**src/rtl/div_pkg.sv**
```systemverilog
// Shared constants for the iterative restoring divider: default widths, FSM encoding, step count.
package div_pkg;

    localparam int DIV_WIDTH = 32;
    localparam int DIV_CNT_W = 6;

    typedef enum logic [1:0] {
        IDLE = 2'd0,
        BUSY = 2'd1,
        DONE = 2'd2
    } div_state_t;

    function automatic int last_step(input int width);
        return width - 1;
    endfunction

    localparam int LAST_STEP = last_step(DIV_WIDTH);

endpackage

```
**src/rtl/div_step.sv**
```systemverilog
// One combinational restoring-division step: shift {rem,quo} left, trial-subtract, keep or restore.
// Latency 0; no flow control.
module div_step #(
    parameter int WIDTH = 32
) (
    input  logic [WIDTH-1:0] rem_i,
    input  logic [WIDTH-1:0] quo_i,
    input  logic [WIDTH-1:0] divisor_i,
    output logic [WIDTH-1:0] rem_o,
    output logic [WIDTH-1:0] quo_o
);

    logic [WIDTH:0] shifted;
    logic [WIDTH:0] trial;
    logic           trial_neg;

    // The shifted remainder can need WIDTH+1 bits when the divisor has its MSB set.
    assign shifted   = {rem_i, quo_i[WIDTH-1]};
    assign trial     = shifted - {1'b0, divisor_i};
    assign trial_neg = trial[WIDTH];

    assign rem_o = trial_neg ? shifted[WIDTH-1:0] : trial[WIDTH-1:0];
    assign quo_o = {quo_i[WIDTH-2:0], ~trial_neg};

endmodule

```
**src/rtl/div_multicycle.sv**
```systemverilog
// Iterative divider, one quotient bit per clock; ready 33 cycles after accept (1 for divide-by-zero).
// Start strobes during BUSY are dropped; define DIV_SIGNED_EN for two's-complement operands.
module div_multicycle
    import div_pkg::*;
#(
    parameter int WIDTH = DIV_WIDTH,
    parameter int CNT_W = DIV_CNT_W
) (
    input  logic             clock,
    input  logic             reset,
    input  logic             ctrl_div,
    input  logic [WIDTH-1:0] data_operandA,
    input  logic [WIDTH-1:0] data_operandB,
    output logic [WIDTH-1:0] data_result,
    output logic [WIDTH-1:0] data_remainder,
    output logic             data_exception,
    output logic             data_resultRDY,
    output logic             busy
);

    localparam logic [CNT_W-1:0] LAST_CNT = CNT_W'(last_step(WIDTH));

    div_state_t       state_q, state_d;
    logic [CNT_W-1:0] cnt_q;
    logic [WIDTH-1:0] rem_q, quo_q, dvs_q;
    logic [WIDTH-1:0] result_q, result_d;
    logic [WIDTH-1:0] remain_q, remain_d;
    logic             exc_q, exc_d;
    logic [WIDTH-1:0] step_rem, step_quo;
    logic [WIDTH-1:0] a_mag, b_mag;
    logic             accept, div_zero, last_w;

    assign accept   = ctrl_div && (state_q != BUSY);
    assign div_zero = (data_operandB == '0);
    assign last_w   = (state_q == BUSY) && (cnt_q == LAST_CNT);

`ifdef DIV_SIGNED_EN
    logic q_neg_q, r_neg_q, ovf_q;

    assign a_mag = data_operandA[WIDTH-1] ? -data_operandA : data_operandA;
    assign b_mag = data_operandB[WIDTH-1] ? -data_operandB : data_operandB;

    always_ff @(posedge clock) begin
        if (reset) begin
            q_neg_q <= 1'b0;
            r_neg_q <= 1'b0;
            ovf_q   <= 1'b0;
        end else if (accept) begin
            q_neg_q <= data_operandA[WIDTH-1] ^ data_operandB[WIDTH-1];
            r_neg_q <= data_operandA[WIDTH-1];
            ovf_q   <= (data_operandA == {1'b1, {(WIDTH-1){1'b0}}}) && (data_operandB == '1);
        end
    end

    // Sign fix-up happens on the way into the output registers, so it costs no cycle.
    always_comb begin
        result_d = q_neg_q ? -step_quo : step_quo;
        remain_d = r_neg_q ? -step_rem : step_rem;
        exc_d    = ovf_q;
    end
`else
    assign a_mag = data_operandA;
    assign b_mag = data_operandB;

    always_comb begin
        result_d = step_quo;
        remain_d = step_rem;
        exc_d    = 1'b0;
    end
`endif

    div_step #(
        .WIDTH(WIDTH)
    ) u_step (
        .rem_i    (rem_q),
        .quo_i    (quo_q),
        .divisor_i(dvs_q),
        .rem_o    (step_rem),
        .quo_o    (step_quo)
    );

    always_ff @(posedge clock) begin
        if (reset) begin
            state_q <= IDLE;
        end else begin
            state_q <= state_d;
        end
    end

    always_comb begin
        state_d = state_q;
        case (state_q)
            IDLE, DONE: begin
                if (accept) begin
                    state_d = div_zero ? DONE : BUSY;
                end else begin
                    state_d = IDLE;
                end
            end
            BUSY: begin
                if (last_w) begin
                    state_d = DONE;
                end
            end
            default: state_d = IDLE;
        endcase
    end

    always_comb begin
        busy           = (state_q == BUSY);
        data_resultRDY = (state_q == DONE);
    end

    // Working registers stay apart from the output registers so results hold during the next op.
    always_ff @(posedge clock) begin
        if (reset) begin
            cnt_q    <= '0;
            rem_q    <= '0;
            quo_q    <= '0;
            dvs_q    <= '0;
            result_q <= '0;
            remain_q <= '0;
            exc_q    <= 1'b0;
        end else if (accept) begin
            cnt_q <= '0;
            rem_q <= '0;
            quo_q <= a_mag;
            dvs_q <= b_mag;
            if (div_zero) begin
                result_q <= '0;
                remain_q <= data_operandA;
                exc_q    <= 1'b1;
            end
        end else if (state_q == BUSY) begin
            cnt_q <= cnt_q + CNT_W'(1);
            rem_q <= step_rem;
            quo_q <= step_quo;
            if (last_w) begin
                result_q <= result_d;
                remain_q <= remain_d;
                exc_q    <= exc_d;
            end
        end
    end

    assign data_result    = result_q;
    assign data_remainder = remain_q;
    assign data_exception = exc_q;

endmodule

```
**config.mk**
```make
export PLATFORM = sky130hd
export DESIGN_NAME = div_multicycle
export DESIGN_NICKNAME = d
export VERILOG_FILES = /design/src/rtl/div_pkg.sv /design/src/rtl/div_step.sv /design/src/rtl/div_multicycle.sv
export SDC_FILE = /design/constraint.sdc
export NUM_CORES = 1
export LEC_CHECK = 0
export ABC_AREA = 1
export BUFFER_PORTS_ARGS = -buffer_cell sky130_fd_sc_hd__buf_4
export CORE_ASPECT_RATIO = 0.9
export CORE_MARGIN = 2
export CORE_UTILIZATION = 40
export DETAILED_ROUTE_END_ITERATION = 6
export HOLD_SLACK_MARGIN = 0.1
export MAX_ROUTING_LAYER = met4
export PLACE_DENSITY = 0.56
export RECOVER_POWER = 100
export SYNTH_ARGS = -nofsm -noshare
export SYNTH_HDL_FRONTEND = slang
export SYNTH_SLANG_ARGS = --single-unit
```
**constraint.sdc**
```tcl
create_clock -name clock -period 3.1 [get_ports clock]
set_input_delay 0.62 -clock clock [delete_from_list [all_inputs] [get_ports clock]]
set_output_delay 0.62 -clock clock [all_outputs]
set_load 0.01 [all_outputs]
```
==> run metrics <==
endpoint of the worst hold-timing path dvs_q[12]; number of buffers inserted during clock tree synthesis 17; min Tclk post-route 2741 ps; upper clock frequency limit 364.8 MHz; detail-routed via count per cell 4.772; worst hold path type in -> reg; pwr/cell area 607.1 nW/um^2; global router's overall resource usage 23.69%; clock transition at the registers of the reported paths 80 ps; largest net degree at the start of global routing 77; worst-path cell chain inv_1 > nor2_4 > inv_1 > a31oi_1 > nor2_1 > nand2_4 > buf_12 > nor2_1 > a21oi_1 > nor2_1; Cells after Synth 1660; Synth Area in XOR/XNOR 1.377%; Die X-Extent 172.2 um; total of warnings raised by yosys 0; TritonCTS clock tree built; Post-Synth Simple-Gate Area 33.00%; Port-buffer cells 133; final hold violation count 0; top post-synthesis cells by count 536 x nand2_1, 302 x inv_1, 169 x dfxtp_1, 139 x a21oi_1, 111 x nor2_1; master of the slowest instance on the critical path inv_1; met3 Resource Use GR 3.307%; worst-skew pair later-pin latency 430 ps; total of flip-flops plus latches after synthesis 169; area overhead of the layout relative to synthesis 15.25%; top_reg_cell synth dfxtp_1; count of endpoints failing setup in the final report 0; die height 155.3 um; Period Utilization, post-route 88.42%; iteration-0 DRC count of the detailed router 637; total of cells resized after clock tree synthesis 0; Worst R2R Start state_q[0]; Leakage Power 6.108 nW; number of diodes added for antenna fixing 0; crit end category flip-flop; summed instance area of the synthesized netlist 10180 sq um; multi-input logic area 5259 sq um; RSZ-0062 raised after global routing false; first-pass GRT wire length 48340 um; sort of element at the start of the critical path flip-flop; most utilized layer in the global route result met2; biggest area contributors in the synthesized netlist dfxtp_1 33%, nand2_1 20%, inv_1 11%, a21oi_1 6.8%, nor2_1 4.1%; Cells after DPL 2084; dominant combinational cell family by area after synthesis simple AND/OR/NAND/NOR gates; multiplexer share of the synthesized area 0%; Core Box Area 25050 sq um; H-tree depth reported by CTS 4; placement row count 55; actual transition at the worst max-transition pin 1243 ps; end of the worst register-to-register path data_result[3]; number of cells on the worst hold path 3; antenna violation net count after detailed routing 0; Clock Tree Buf Depth 2; cell type with the highest occurrence count on the critical path nor2_1; effective utilization at floorplan 40.64%; final count of pins violating max slew 0; fraction of met1 tracks used by global routing 30.33%; setup TNS 0 ps; delay of the slowest cell on the worst path 570 ps; slew margin rel. 17.02%; R2R setup slack 360 ps; Net count, final 1862; weighted congestion reported at the end of routability-driven placement 0.9025; number of filler cells placed in the layout 2815; wire length after detailed routing 29800 um; number of I/O pins 134; post-synthesis cell type count 41; Worst Path Required 3410 ps; setup repair bufs after CTS 0; critical path data arrival time 3050 ps; cell with the most instances after synthesis nand2_1; net count of the mapped netlist 1761; die outline area 26740 sq um; Seq/Total Area, Yosys 33.24%; Clock Root Buffer clkbuf_16; final HPWL from detailed placement 22750 um; GRT Residual Overflow 0; vias in the first global route 9471; via count 10100; FF+latch area 3383 sq um; area share of the leading cell type in the synthesized netlist 33.24%; met2 Track Usage GR 38.54%; DRT Pass-1 Iters 5; post-route clock skew 13.96 ps; number of flops mapped to enable cells by yosys 0; antenna violations before repair 0; Syn Area/Cell 6.132 sq um; fraction of the mapped netlist area in adder cells 4.253%; final std cell area, no fill 11730 sq um; clock sink count 169; drt drc 0; fraction of layout cells with a size suffix above 1 8.906%; worst r2r path cells 10; status finished clean; instance area at placement 11460 sq um; worst-case vdd ir drop 0.3122 mV; Max-cap violations 0; fraction of registers with async set/reset 0%; Final Util 46.84%; wire length per cell 14.08 um; launch point of the worst hold path data_operandB[12]; Post-CTS Hold Fix Bufs 0; area fraction in compound gates after synthesis 13.31%; crit path kind reg -> reg; Yosys top cell by area dfxtp_1; largest fanout on the critical path 76; number of standard cells in the layout, taps in and fillers out 2116
[routing by layer]
metal / up-vias / part of all wire [%] / routed length (um)
met5: - / 0 / 0
met4: 0 / 2.3 / 699
met3: 40 / 3.9 / 1171
met2: 197 / 47 / 13930
met1: 4537 / 47 / 14010
li1: 5323 / - / -
[cell type report]
cell class | instances | share of cell area, %
clock buffers | 18 | 3.658
clock inverters | 14 | 1.312
inverters | 311 | 9.971
multi-input cells | 1112 | 44.82
flip-flops and latches | 169 | 28.84
well taps | 342 | 3.647
repair buffers | 150 | 7.753
[cells in the final DEF (no fill, tap or decap), types with 3 or more instances in the layout]
cell,netlist,routed
nor2_1,111,112
o21ai_1,7,5
xor2_1,3,3
a21oi_1,139,139
inv_2,8,4
inv_1,302,305
ha_1,33,33
nand3_1,83,83
clkinv_8,0,3
nand2_2,31,20
inv_6,0,3
and2_1,6,6
inv_8,0,4
nand4_1,10,10
o211ai_1,4,4
nor2_2,7,6
buf_4,2,78
nor3_1,8,8
clkbuf_16,0,17
nor2_4,3,3
a21oi_2,6,6
o21bai_1,3,3
nand2_1,536,546
dfxtp_1,169,169
o21ai_0,63,65
clkbuf_1,41,68
nand2_4,2,3
xnor2_1,13,13
nor4_1,8,8
clkinv_4,0,3
buf_12,1,3
a31oi_1,27,28
[critical path: cells and delay by family (launching register included)]
kind | cells | cell delay (ps)
buf+inv | 3 | 940
simple gates | 5 | 600
compound gates | 2 | 650
flops | 1 | 370
[registers in the layout (all words and copies together), names as in the netlist]
register and count:
cnt_q 6, rem_q 32, data_exception 1, quo_q 32, data_result 32, data_remainder 32, dvs_q 32, state_q 2
[report_power, final]
part           leakage, nW  internal, W  switching, W  total [W]
combinational         4.44     0.000807       0.00169    0.00250
sequential            1.39      0.00237      0.000124    0.00249
clock                0.282      0.00108       0.00105    0.00213
[metrics by stage]
stage | hold WS, ps | worst slack [ps] | power [W]
floorplan | 433.1 | 866.1 | 0.004407
detailed placement | 451.2 | 462.7 | 0.005130
global placement | 447.7 | 552.6 | 0.005115
finish | 439.5 | 359.0 | 0.007123
global route | 442.6 | 82.37 | 0.007645
CTS | 425.5 | 455.2 | 0.007280
[worst max-delay path by stage]
stage               start             end  slack, ps  cells after the start
2_1_floorplan   quo_q[31]       rem_q[16]        870                     20
3_3_place_gp    quo_q[31]        rem_q[8]        550                     19
3_5_place_dp    quo_q[31]        rem_q[8]        460                     19
4_1_cts         quo_q[31]       rem_q[10]        460                     19
5_1_grt         quo_q[31]       rem_q[10]         80                     19
6_report       state_q[0]  data_result[3]        360                     10
[logic make-up after synthesis]
family | count (synthesis)
AO/OA/AOI/OAI | 253
XOR/XNOR | 16
flip-flops | 169
adder cells (fa/ha/maj) | 34
buffers and inverters | 379
AND/OR/NAND/NOR | 809
(Power assumes the default switching activity.)
